[src/rtl/cmp_pkg.sv]
// Shared definitions for the compare arbiter: the function-code type,
// the ten Compare10 function codes, and the illegal-code helper.
package cmp_pkg;

  localparam int FCN_W = 4;

  typedef logic [FCN_W-1:0] cmp_fcn_t;

  localparam cmp_fcn_t FCN_EQ   = 4'd0;
  localparam cmp_fcn_t FCN_NE   = 4'd1;
  localparam cmp_fcn_t FCN_LT   = 4'd2;
  localparam cmp_fcn_t FCN_GE   = 4'd3;
  localparam cmp_fcn_t FCN_LTU  = 4'd4;
  localparam cmp_fcn_t FCN_GEU  = 4'd5;
  localparam cmp_fcn_t FCN_GT   = 4'd6;
  localparam cmp_fcn_t FCN_LE   = 4'd7;
  localparam cmp_fcn_t FCN_GTU  = 4'd8;
  localparam cmp_fcn_t FCN_LEU  = 4'd9;
  localparam cmp_fcn_t FCN_LAST = 4'd9;

  function automatic logic fcn_illegal(input cmp_fcn_t f);
    return (f > FCN_LAST);
  endfunction

endpackage

[src/rtl/cmp_arbiter_rr.sv]
// rr_arbiter: combinational round-robin pick, searching upward from ptr
// with wrap; gnt is one-hot or zero, and zero whenever en is low.
module rr_arbiter #(
  parameter int R   = 4,
  parameter int IDW = 2
) (
  input  logic [R-1:0]   req,
  input  logic [IDW-1:0] ptr,
  input  logic           en,
  output logic [R-1:0]   gnt,
  output logic [IDW-1:0] gnt_idx
);

  // Scan R positions starting at ptr; the first requesting one wins
  always_comb begin
    logic found;
    logic hit;
    int   sum;
    int   idx;
    gnt     = '0;
    gnt_idx = '0;
    found   = 1'b0;
    for (int k = 0; k < R; k++) begin
      sum  = int'(ptr) + k;
      idx  = (sum >= R) ? (sum - R) : sum;
      hit  = en & ~found & req[IDW'(idx)];
      gnt[IDW'(idx)] = hit;
      gnt_idx = hit ? IDW'(idx) : gnt_idx;
      found   = found | hit;
    end
  end

endmodule

[src/rtl/compare10.sv]
// Compare10: combinational ten-function W-bit comparator.
// Codes above 9 produce 0.
module Compare10 #(
  parameter int W = 32
) (
  input  logic [3:0]   fcn,
  input  logic [W-1:0] a,
  input  logic [W-1:0] b,
  output logic         out
);

  // Function decode; signed variants reinterpret the operands as two's complement
  always_comb begin
    out = 1'b0;
    case (fcn)
      4'd0:    out = (a == b);
      4'd1:    out = (a != b);
      4'd2:    out = ($signed(a) <  $signed(b));
      4'd3:    out = ($signed(a) >= $signed(b));
      4'd4:    out = (a <  b);
      4'd5:    out = (a >= b);
      4'd6:    out = ($signed(a) >  $signed(b));
      4'd7:    out = ($signed(a) <= $signed(b));
      4'd8:    out = (a >  b);
      4'd9:    out = (a <= b);
      default: out = 1'b0;
    endcase
  end

endmodule

[src/rtl/cmp_arbiter.sv]
// cmp_arbiter: R requesters share one Compare10 through a 2-stage pipeline
// (S1 operands, S2 response). Optional macro CMP_ARB_FCN_CHECK_EN flags codes 10..15.
module cmp_arbiter
  import cmp_pkg::*;
#(
  parameter int  W   = 32,
  parameter int  R   = 4,
  localparam int IDW = (R > 1) ? $clog2(R) : 1
) (
  input  logic             clk,
  input  logic             rst,
  input  logic [R-1:0]     req_valid,
  output logic [R-1:0]     req_ready,
  input  logic [R*4-1:0]   req_fcn,
  input  logic [R*W-1:0]   req_a,
  input  logic [R*W-1:0]   req_b,
  output logic             rsp_valid,
  input  logic             rsp_ready,
  output logic [IDW-1:0]   rsp_id,
  output logic             rsp_out,
  output logic             rsp_err
);

  logic           stall_s, adv_s, load_s;
  logic [R-1:0]   gnt_s;
  logic [IDW-1:0] gnt_idx_s, ptr_inc_s;
  logic           cmp_res_s, res_s;
  cmp_fcn_t       sel_f_s;
  logic [W-1:0]   sel_a_s, sel_b_s;

  logic           s1_valid_q, s1_valid_d;
  cmp_fcn_t       f_q, f_d;
  logic [W-1:0]   a_q, a_d, b_q, b_d;
  logic [IDW-1:0] id_q, id_d, rr_ptr_q, rr_ptr_d;
  logic           rsp_valid_q, rsp_valid_d, rsp_out_q, rsp_out_d;
  logic [IDW-1:0] rsp_id_q, rsp_id_d;

  assign stall_s = rsp_valid_q & ~rsp_ready;
  assign adv_s   = ~stall_s;

  // Reset also silences the grant so nothing is accepted during rst
  rr_arbiter #(.R(R), .IDW(IDW)) u_rr (
    .req     (req_valid),
    .ptr     (rr_ptr_q),
    .en      (adv_s & ~rst),
    .gnt     (gnt_s),
    .gnt_idx (gnt_idx_s)
  );

  assign req_ready = gnt_s;
  assign load_s    = |gnt_s;
  assign ptr_inc_s = (gnt_idx_s == IDW'(R - 1)) ? '0 : (gnt_idx_s + IDW'(1));

  // One-hot AND-OR mux of the granted requester's slice
  always_comb begin
    sel_f_s = '0;
    sel_a_s = '0;
    sel_b_s = '0;
    for (int i = 0; i < R; i++) begin
      sel_f_s = sel_f_s | ({FCN_W{gnt_s[i]}} & req_fcn[FCN_W*i +: FCN_W]);
      sel_a_s = sel_a_s | ({W{gnt_s[i]}} & req_a[W*i +: W]);
      sel_b_s = sel_b_s | ({W{gnt_s[i]}} & req_b[W*i +: W]);
    end
  end

  Compare10 #(.W(W)) u_cmp (
    .fcn (f_q),
    .a   (a_q),
    .b   (b_q),
    .out (cmp_res_s)
  );

`ifdef CMP_ARB_FCN_CHECK_EN
  logic fcn_bad_s;
  logic rsp_err_q, rsp_err_d;

  assign fcn_bad_s = fcn_illegal(f_q);
  assign res_s     = cmp_res_s & ~fcn_bad_s;
  assign rsp_err_d = adv_s ? fcn_bad_s : rsp_err_q;
  assign rsp_err   = rsp_err_q;

  // Error flag travels with the rest of S2
  always_ff @(posedge clk) begin
    if (rst) begin
      rsp_err_q <= 1'b0;
    end else begin
      rsp_err_q <= rsp_err_d;
    end
  end
`else
  assign res_s   = cmp_res_s;
  assign rsp_err = 1'b0;
`endif

  // S1 loads on an accepted transfer and empties on an idle advance
  always_comb begin
    s1_valid_d = adv_s ? load_s : s1_valid_q;
    f_d        = load_s ? sel_f_s   : f_q;
    a_d        = load_s ? sel_a_s   : a_q;
    b_d        = load_s ? sel_b_s   : b_q;
    id_d       = load_s ? gnt_idx_s : id_q;
    rr_ptr_d   = load_s ? ptr_inc_s : rr_ptr_q;
  end

  // S2 takes S1 and the compare result whenever the pipe advances
  always_comb begin
    rsp_valid_d = adv_s ? s1_valid_q : rsp_valid_q;
    rsp_id_d    = adv_s ? id_q       : rsp_id_q;
    rsp_out_d   = adv_s ? res_s      : rsp_out_q;
  end

  // Pipeline registers
  always_ff @(posedge clk) begin
    if (rst) begin
      s1_valid_q  <= 1'b0;
      f_q         <= '0;
      a_q         <= '0;
      b_q         <= '0;
      id_q        <= '0;
      rr_ptr_q    <= '0;
      rsp_valid_q <= 1'b0;
      rsp_id_q    <= '0;
      rsp_out_q   <= 1'b0;
    end else begin
      s1_valid_q  <= s1_valid_d;
      f_q         <= f_d;
      a_q         <= a_d;
      b_q         <= b_d;
      id_q        <= id_d;
      rr_ptr_q    <= rr_ptr_d;
      rsp_valid_q <= rsp_valid_d;
      rsp_id_q    <= rsp_id_d;
      rsp_out_q   <= rsp_out_d;
    end
  end

  assign rsp_valid = rsp_valid_q;
  assign rsp_id    = rsp_id_q;
  assign rsp_out   = rsp_out_q;

endmodule

[config.mk]
export PLATFORM = sky130hd
export DESIGN_NAME = cmp_arbiter
export DESIGN_NICKNAME = d
export VERILOG_FILES = /design/src/rtl/cmp_pkg.sv /design/src/rtl/cmp_arbiter_rr.sv /design/src/rtl/compare10.sv /design/src/rtl/cmp_arbiter.sv
export SDC_FILE = /design/constraint.sdc
export NUM_CORES = 1
export LEC_CHECK = 0
export BUFFER_PORTS_ARGS = -buffer_cell sky130_fd_sc_hd__buf_2
export CORE_AREA = 4 4 110 112
export CTS_BUF_LIST = sky130_fd_sc_hd__clkbuf_4 sky130_fd_sc_hd__clkbuf_8
export CTS_CLUSTER_DIAMETER = 120
export DETAILED_ROUTE_END_ITERATION = 12
export DIE_AREA = 0 0 114 116
export GPL_TIMING_DRIVEN = 0
export PLACE_DENSITY_LB_ADDON = 0.2
export SLEW_MARGIN = 20
export SYNTH_ARGS = -nofsm -noshare
export SYNTH_HDL_FRONTEND = slang
export SYNTH_SLANG_ARGS = --single-unit
[constraint.sdc]
create_clock -name clk -period 8.9 [get_ports clk]
set_input_delay 0.445 -clock clk [delete_from_list [all_inputs] [get_ports clk]]
set_output_delay 0.445 -clock clk [all_outputs]
set_load 0.01 [all_outputs]
==> flow_metrics.py, run 1 <==
metrics = {
    "status": {
        "status": "finished, final reports clean",
    },
    "timing": {
        "worstMarginPinSlew_ps": 768,
        "rsz0062_at_grt": "no",
        "clock-skew-final_ps": 6.57,
        "slew_violations": 0,
        "period_needed_ps": 4740,
        "max_freq_ghz": 0.211,
        "hold_viol_final": 0,
        "finalCritPeriodShare_pct": 53.3,
        "relSlewSlack_pct": 48.1,
        "setup_violations": 0,
        "tns_ps": 0,
    },
    "routing": {
        "drc": 0,
        "ant_nets": 0,
        "num_vias": 6043,
        "drt-total-wl_mm": 18.0,
        "drt-initial-drc-count": 446,
        "avgViaCountPerCell": 5.55,
        "drt-wirelength-per-cell_um": 16.6,
        "dr.pass1.iters": 6,
    },
    "pwr": {
        "total_power_mw": 2.61,
        "power_density_nw_per_um2": 374,
        "power.leakage_nw": 3.08,
        "ir_drop_mv": 0.159,
    },
    "die": {
        "core-area_um2": 11200,
        "ioPinCount": 288,
        "start_util_pct": 46.3,
        "placementRows": 39,
        "die-area_um2": 13200,
        "die_h_um": 116,
        "die_w_um": 114,
    },
    "place": {
        "gp_congestion": 0.921,
        "io_buffers": 286,
        "hpwl_mm": 14.5,
    },
    "global_route": {
        "grt_usage_pct": 25.7,
        "grt_pass1_wl_mm": 27.3,
        "grt_pass1_vias": 5664,
        "antenna_found_initial": 2,
        "overflow": 0,
        "grt_max_degree": 12,
    },
    "worst_setup_path": {
        "cp.required_ps": 8460,
        "worstSetupPathType": "reg -> out",
        "crit_path_max_fanout": 10,
        "cp.arrival_ps": 4300,
        "cp-start-kind": "flip-flop",
        "worst_setup_path_end_kind": "primary output",
    },
    "logic_synthesis": {
        "synth_seq_cells": 77,
        "syn_avg_cell_area_um2": 8.09,
        "ys_async_sr_fraction_pct": 0,
        "ys_seq_area_share_pct": 29.7,
        "synthFlopType": "dfxtp_1",
        "synth_area_um2": 5190,
        "yosysWarnings": 0,
        "syn-num-nets": 962,
        "synth.distinct_cells": 44,
        "postSynthCellCount": 642,
        "synth_edf_count": 0,
    },
    "layout": {
        "mostFrequentLayoutCell": "buf_2",
        "drive_gt1_share_pct": 36.2,
        "final_cell_mix": "buf_2 (302), a22oi_1 (137), nand2_1 (94), dfxtp_1 (77), a31oi_1 (69)",
        "syn_to_final_growth_pct": 34.4,
        "num-nets-final": 1259,
    },
    "cts": {
        "cts_buffers": 9,
        "ctsResizeCount": 0,
        "clock_sinks": 77,
        "cts.htree.levels": 3,
        "cts_setup_buffers": 0,
        "path_clk_slew_ps": 80,
        "cts_tree": "done",
        "cts_root_buffer": "clkbuf_8",
        "clockBufferDepth": 2,
        "clock_latency_ps": 340,
        "cts_hold_repair.buffers": 0,
    },
    "worst_hold_path": {
        "min_path_type": "in -> reg",
    },
    "job": {
        "maxCapViolations": 0,
    },
}
## cells in the mapped netlist (all sizes together) (2+ instances only)
library cell / number / share of area [%]
nor2: 15 / 1.1
o21ai: 17 / 1.6
nand3: 2 / 0.19
nor2b: 3 / 0.36
nand2: 94 / 6.8
o31a: 2 / 0.34
dfxtp: 77 / 30
inv: 40 / 2.9
clkbuf: 22 / 1.6
nand4: 9 / 1.1
a21oi: 26 / 2.9
ha: 41 / 9.9
nor3b: 3 / 0.43
a22oi: 137 / 20
buf: 31 / 3.7
nand2b: 7 / 0.84
a221oi: 2 / 0.34
a31oi: 69 / 8.3
o32ai: 2 / 0.34
nor4: 4 / 0.60
nand3b: 2 / 0.29
o211ai: 4 / 0.58
nor3: 7 / 0.67
mux2i: 8 / 1.8
mux4: 3 / 1.3
## final cells by class
type	count	area, µm²
Inverter	40	150
Timing Repair Buffer	286	1430
Tap cell	143	179
Buffer	53	275
Clock buffer	13	160
Sequential cell	77	1540
Fill cell	1082	4240
Multi-Input combinational cell	472	3230
Clock inverter	2	10.0
Antenna cell	2	5.00
## layer usage
metal / GRT usage, % / wire [µm] / part of all wire (%) / vias to the layer above
met4: 8.47 / 336 / 1.9 / 0
li1: - / - / - / 3034
met3: 4.44 / 1380 / 7.7 / 25
met2: 43.6 / 8720 / 48 / 226
met1: 33.2 / 7600 / 42 / 2758
met5: 0 / 0 / 0 / -
## state kept, by name, indices dropped and copies added (netlist names)
| name | count |
|---|---|
| rr_ptr_q | 2 |
| a_q | 32 |
| rsp_out | 1 |
| s1_valid_q | 1 |
| rsp_valid | 1 |
| f_q | 4 |
| rsp_id | 2 |
| id_q | 2 |
| b_q | 32 |
## path summary, 6_finish.rpt
kind | depth (start not counted) | slack, ps | from | end
min | 3 | 380 | req_b[13] | b_q[13]$_SDFFE_PP0P_
max reg2reg | 12 | 4600 | rr_ptr_q[1]$_SDFFE_PP0P_ | a_q[17]$_SDFFE_PP0P_
min reg2reg | 2 | 450 | rsp_id[1]$_SDFFE_PP0N_ | rsp_id[1]$_SDFFE_PP0N_
max | 10 | 4160 | rr_ptr_q[1]$_SDFFE_PP0P_ | req_ready[0]
## kinds of logic (layout without fill, tap and decap cells)
group	Yosys count	in the layout	share of synthesized area [%]
adder cells (fa/ha/maj)	42	42	10.1
flip-flops	77	77	29.7
AND/OR/NAND/NOR	150	150	12.9
other	1	3	0.0722
AO/OA/AOI/OAI	267	267	35.8
multiplexers	11	11	3.08
buffers and inverters	93	394	8.19
XOR/XNOR	1	1	0.169
## critical path, cell delays in order (launching register included)
cell and delay, ps:
dfxtp_1 550, inv_1 220, ha_1 320, buf_2 210, mux4_2 600, nor2b_1 160, nor4b_1 650, a221oi_1 270
a21oi_4 370, clkbuf_1 380, buf_2 210
## through the flow
step	cell area, µm²	hold WS (ps)	setup slack, ps	std cells	util, %
finish	6980	376	4160	1088	62.2
global route	6980	378	3930	1088	62.2
detailed placement	6810	443	4570	1071	60.6
floorplan	5190	436	5490	642	-
CTS	6980	364	4200	1086	62.2
global placement	6810	439	4570	1071	60.6
## power breakdown
group | switching [mW] | total (mW) | internal [mW]
Clock | 0.125 | 0.241 | 0.116
Sequential | 0.0988 | 0.610 | 0.511
Combinational | 1.05 | 1.76 | 0.707
Note: power is estimated with default switching activity, not from simulation.
==> inputs of run 2 (changes only) <==
CORE_AREA = default   (was 4 4 110 112)
CORE_MARGIN = 4   (was default)
CORE_UTILIZATION = 46   (was default)
DIE_AREA = default   (was 0 0 114 116)
clock period = 4.7 ns   (was 8.9 ns; I/O delays follow)
==> run 2 against run 1 <==
Final cell count fell by 0.46%. First-iteration DRC count fell by 11%. Clock-buffer cell count fell by 2. Highest routed layer unchanged. Final area rose by 0.65%. Wire length rose by 1.1%. Largest power group unchanged.
==> flow_metrics.py, run 2 (synthesis results as in run 1) <==
metrics = {
    "status": {
        "status": "finished, final reports clean",
    },
    "die": {
        "die_w_um": 114,
        "ioPinCount": 288,
        "start_util_pct": 47.5,
        "die-area_um2": 13100,
        "placementRows": 38,
        "die_h_um": 114,
        "core-area_um2": 10900,
    },
    "place": {
        "hpwl_mm": 14.7,
        "io_buffers": 286,
        "gp_congestion": 0.895,
        "dpl_cell_area_um2": 6800,
    },
    "timing": {
        "finalCritPeriodShare_pct": 88.7,
        "max_freq_ghz": 0.240,
        "setup_violations": 0,
        "fin_hold_ws_ps": 158,
        "rsz0062_at_grt": "no",
        "hold_viol_final": 0,
        "period_needed_ps": 4170,
        "worstMarginPinSlew_ps": 569,
        "tns_ps": 0,
        "slew_violations": 0,
        "clock-skew-final_ps": 14.0,
        "relSlewSlack_pct": 62.1,
    },
    "global_route": {
        "antenna_found_initial": 0,
        "grt_max_degree": 13,
        "grt_pass1_wl_mm": 28.1,
        "grt_usage_pct": 27.0,
        "overflow": 0,
        "grt_pass1_vias": 5860,
    },
    "cts": {
        "cts.htree.levels": 3,
        "cts_tree": "done",
        "cts_hold_repair.buffers": 0,
        "path_clk_slew_ps": 90,
        "cts_buffers": 9,
        "cts_root_buffer": "clkbuf_8",
        "clockBufferDepth": 2,
        "cts_setup_buffers": 0,
        "clock_latency_ps": 350,
        "clock_sinks": 77,
    },
    "routing": {
        "dr.pass1.iters": 5,
        "avgViaCountPerCell": 5.63,
        "num_vias": 6097,
        "drc": 0,
        "ant_nets": 0,
        "drt-wirelength-per-cell_um": 16.8,
        "drt-initial-drc-count": 396,
        "drt-total-wl_mm": 18.2,
    },
    "worst_setup_path": {
        "cp-start-kind": "flip-flop",
        "worstSetupPathType": "reg -> out",
        "cp.arrival_ps": 3930,
        "cp.required_ps": 4470,
        "worst_setup_path_end_kind": "primary output",
        "crit_path_max_fanout": 10,
    },
    "pwr": {
        "p_switching_mw": 2.44,
        "p_int_mw": 2.62,
        "comb_power_share_pct": 66.0,
        "sequentialPowerShare_pct": 22.9,
        "power.leakage_nw": 3.09,
        "ir_drop_mv": 0.348,
        "switching_share_pct": 48.1,
        "p_clk_share_pct": 11.1,
        "power_density_nw_per_um2": 720,
    },
    "worst_hold_path": {
        "min_path_type": "in -> reg",
    },
    "layout": {
        "antenna_cells": 0,
        "nFillCells": 1052,
        "utilization_pct": 64.2,
        "drive_gt1_share_pct": 36.3,
        "ff_latch_area_um2": 1540,
        "fin_area_um2": 7030,
        "multi_input_area_um2": 3230,
        "final_cell_mix": "buf_2 (302), a22oi_1 (137), nand2_1 (94), dfxtp_1 (77), a31oi_1 (69)",
        "mostFrequentLayoutCell": "buf_2",
        "top_regs": "a_q: 32 flops, b_q: 32 flops, f_q: 4 flops",
        "num-nets-final": 1259,
        "syn_to_final_growth_pct": 35.2,
    },
    "job": {
        "maxCapViolations": 0,
    },
}
run 2: cell types whose count changed in the layout (fill, tap and decap cells not counted), sizes merged:
| cell | delta |
|---|---|
| bufinv | +2 |
| clkbuf | -2 |
| diode | -2 |
| clkinv | -1 |
| clkinvlp | +1 |
run 2: final cells by class:
| class | count | area share, % |
|---|---|---|
| multi-input cells | 472 | 46.0 |
| well taps | 140 | 2.49 |
| flip-flops and latches | 77 | 21.9 |
| clock buffers | 11 | 2.07 |
| plain buffers | 53 | 3.92 |
| repair buffers | 286 | 20.4 |
| inverters | 40 | 2.14 |
| clock inverters | 4 | 1.03 |
run 2: final timing paths:
check,to,startpoint,slack (ps),cells after the start
worst max-delay path,req_ready[0],rr_ptr_q[0]$_SDFFE_PP0P_,530,11
worst min-delay path,a_q[27]$_SDFFE_PP0P_,req_a[27],160,3
worst max register to register,f_q[3]$_SDFFE_PP0P_,rr_ptr_q[0]$_SDFFE_PP0P_,770,13
worst min register to register,rsp_id[1]$_SDFFE_PP0N_,id_q[1]$_SDFFE_PP0P_,460,2
run 2: power groups by stage:
stage | Combinational, mW | Sequential, mW | Clock (mW)
finish | 3.34 | 1.16 | 0.562
global placement | 3.30 | 1.16 | 0
CTS | 3.34 | 1.15 | 0.570
global route | 3.78 | 1.19 | 0.593
floorplan | 2.46 | 1.11 | 0
detailed placement | 3.32 | 1.17 | 0
run 2: per-layer routing:
| metal | vias up | wire length, µm | track usage (%) |
|---|---|---|---|
| li1 | 3048 | - | - |
| met1 | 2805 | 7740 | 34.3 |
| met2 | 221 | 9000 | 47.6 |
| met3 | 23 | 1210 | 4.39 |
| met4 | 0 | 272 | 6.49 |
| met5 | - | 0 | 0 |
run 2: timing repair:
| item | CTS | global route |
|---|---|---|
| endpoints found under the hold margin | 0 | 0 |
| gates resized for setup | 0 | 1 |
| endpoints found under the setup margin | 0 | 3 |
run 2: worst max-delay path: stages (launching register included):
cell and delay, ps:
dfxtp_1 430, buf_4 220, inv_1 120, ha_1 290, buf_2 220, mux4_2 590
nor2b_1 160, nor4b_2 400, a221oi_1 210, a21oi_4 350, clkbuf_1 390, buf_2 210
run 2: per-stage QoR:
step / worst slack, ps / cells / total power [mW]
finish: 532 / 1083 / 5.06
global route: 249 / 1083 / 5.56
CTS: 222 / 1083 / 5.06
detailed placement: 515 / 1068 / 4.49
global placement: 537 / 1068 / 4.45
floorplan: 1410 / 642 / 3.57
==> inputs of run 3 (changes only) <==
CELL_PAD_IN_SITES_DETAIL_PLACEMENT = 2   (was default)
CELL_PAD_IN_SITES_GLOBAL_PLACEMENT = 2   (was default)
CORE_UTILIZATION = 24   (was 46)
==> run 3 against run 2 <==
Sequential share of layout area decreased by 0.37 points. Clock-buffer cell count increased by 1. Clock power decreased by 15%. Sequential power about the same. Hold slack got worse by 13 ps. Clock skew decreased by 6.3 ps. Final area increased by 1.7%. Global-route usage decreased by 7.9 points. Core utilization decreased by 30 points. Critical endpoint is now req_ready[3]. Largest cell class unchanged. Highest routed layer unchanged.
==> flow_metrics.py, run 3 (synthesis results as in run 1) <==
metrics = {
    "worst_setup_path": {
        "reg2reg_to": "b_q[31]$_SDFFE_PP0P_",
        "reg2regPathDepth": 12,
        "cp.arrival_ps": 4120,
        "cp-start-kind": "flip-flop",
        "worst_setup_path_end_kind": "primary output",
        "cpMostUsedCell": "buf_2",
        "crit_chain": "inv_1, ha_1, buf_2, mux4_2, nor2b_1, nor4b_2, o21ai_0, o22ai_4, buf_2, buf_2",
        "crit_path_max_fanout": 10,
        "r2r_slack_ps": 540,
        "cp.required_ps": 4470,
        "r2r_start": "rr_ptr_q[1]$_SDFFE_PP0P_",
        "max_stage_delay_ps": 610,
        "slowest_stage": "mux4_2",
        "worstSetupPathType": "reg -> out",
    },
    "pwr": {
        "power_density_nw_per_um2": 723,
        "switching_share_pct": 50.9,
        "power.leakage_nw": 3.08,
        "ir_drop_mv": 0.177,
        "sequentialPowerShare_pct": 22.6,
        "p_switching_mw": 2.63,
        "comb_power_share_pct": 68.2,
        "total_power_mw": 5.17,
        "p_int_mw": 2.54,
        "p_clk_share_pct": 9.2,
    },
    "worst_hold_path": {
        "min_path_type": "in -> reg",
        "min_to": "b_q[14]$_SDFFE_PP0P_",
        "hold_start": "req_b[14]",
        "worstHoldPathCells": 3,
    },
    "timing": {
        "slew_violations": 0,
        "finalCritPeriodShare_pct": 92.6,
        "setup_violations": 0,
        "rsz0062_at_grt": "no",
        "fin_hold_ws_ps": 145,
        "period_needed_ps": 4350,
        "fin_ws_ps": 350,
        "worstMarginPinSlew_ps": 659,
        "hold_viol_final": 0,
        "relSlewSlack_pct": 56.0,
        "tns_ps": 0,
        "clock-skew-final_ps": 7.68,
        "max_freq_ghz": 0.230,
    },
    "die": {
        "start_util_pct": 24.6,
        "ioPinCount": 288,
        "die_h_um": 155,
        "die_w_um": 155,
        "placementRows": 53,
        "core-area_um2": 21200,
        "die-area_um2": 24100,
    },
    "cts": {
        "cts_setup_buffers": 0,
        "cts.htree.levels": 3,
        "cts_buffers": 9,
        "cts_root_buffer": "clkbuf_8",
        "ctsResizeCount": 1,
        "clockBufferDepth": 2,
        "path_clk_slew_ps": 90,
        "clock_latency_ps": 370,
        "cts_tree": "done",
        "clock_sinks": 77,
        "cts_hold_repair.buffers": 0,
    },
    "place": {
        "dp_slack_ps": 28.0,
        "gp_congestion": 0.767,
        "hpwl_mm": 19.4,
        "io_buffers": 286,
    },
    "job": {
        "maxCapViolations": 0,
    },
    "layout": {
        "nFillCells": 2578,
        "mostFrequentLayoutCell": "buf_2",
        "utilization_pct": 33.8,
        "final_cell_mix": "buf_2 (302), a22oi_1 (137), nand2_1 (94), dfxtp_1 (77), a31oi_1 (69)",
        "drive_gt1_share_pct": 36.3,
        "top_regs": "a_q: 32 flops, b_q: 32 flops, f_q: 4 flops",
        "num-nets-final": 1259,
        "antenna_cells": 0,
        "syn_to_final_growth_pct": 37.6,
    },
    "routing": {
        "avgViaCountPerCell": 5.10,
        "num_vias": 6204,
        "drt-total-wl_mm": 23.6,
        "ant_nets": 0,
        "dr.pass1.iters": 4,
        "drt-wirelength-per-cell_um": 19.4,
        "drt-initial-drc-count": 249,
        "drc": 0,
    },
    "global_route": {
        "grt_pass1_wl_mm": 36.3,
        "antenna_found_initial": 0,
        "overflow": 0,
        "grt_max_degree": 12,
        "grt_usage_pct": 19.1,
        "grt_pass1_vias": 6599,
    },
    "status": {
        "status": "finished, final reports clean",
    },
}
-- run 3: cell count changes in the layout (fill, tap and decap cells not counted) --
cell	delta
clkbuf_8	+1
bufinv_16	-2
clkinvlp_4	-1
clkbuf_2	+1
clkbuf_1	-1
clkinv_2	+1
-- run 3: worst max-delay path, delay by kind of cell (launching register included) --
kind / cells / cell delay, ps
multiplexers: 1 / 610
AO/OA/AOI/OAI: 2 / 650
adder cells (fa/ha/maj): 1 / 320
buffers and inverters: 4 / 950
flip-flops: 1 / 570
AND/OR/NAND/NOR: 2 / 630
-- run 3: power groups by stage --
stage          clock network (mW)  registers, mW  logic (mW)
2_1_floorplan                   0           1.11        2.46
5_1_grt                     0.522           1.21        4.02
6_report                    0.477           1.17        3.52
3_5_place_dp                    0           1.19        3.59
4_1_cts                     0.495           1.17        3.62
3_3_place_gp                    0           1.18        3.52
-- run 3: through the flow --
stage	std cells	area, µm²
after floorplan	642	5190
after CTS	1217	7150
after global routing	1217	7150
after detailed placement	1203	6970
after global placement	1203	6970
final	1217	7150
-- run 3: cell type report --
type	count	area, µm²	area share, %
Clock inverter	2	10.0	0.140
Multi-Input combinational cell	472	3230	45.3
Timing Repair Buffer	286	1430	20.0
Inverter	40	150	2.10
Sequential cell	77	1540	21.6
Clock buffer	12	159	2.22
Tap cell	275	344	4.81
Buffer	53	277	3.87
-- run 3: worst max path at each step --
stage,startpoint,end,slack (ps)
after floorplan,rr_ptr_q[0]$_SDFFE_PP0P_,a_q[12]$_SDFFE_PP0P_,1410
after global placement,rr_ptr_q[1]$_SDFFE_PP0P_,f_q[3]$_SDFFE_PP0P_,210
after detailed placement,rr_ptr_q[1]$_SDFFE_PP0P_,f_q[3]$_SDFFE_PP0P_,30
after CTS,rr_ptr_q[1]$_SDFFE_PP0P_,req_ready[0],90
after global routing,rr_ptr_q[1]$_SDFFE_PP0P_,req_ready[0],60
final,rr_ptr_q[1]$_SDFFE_PP0P_,req_ready[3],350
-- run 3: per-layer routing --
metal	vias up	track usage (%)	routed length, µm
li1	3042	-	-
met1	2966	24.2	10300
met2	180	33.2	11700
met3	16	3.89	1430
met4	0	4.54	242
met5	-	0	0
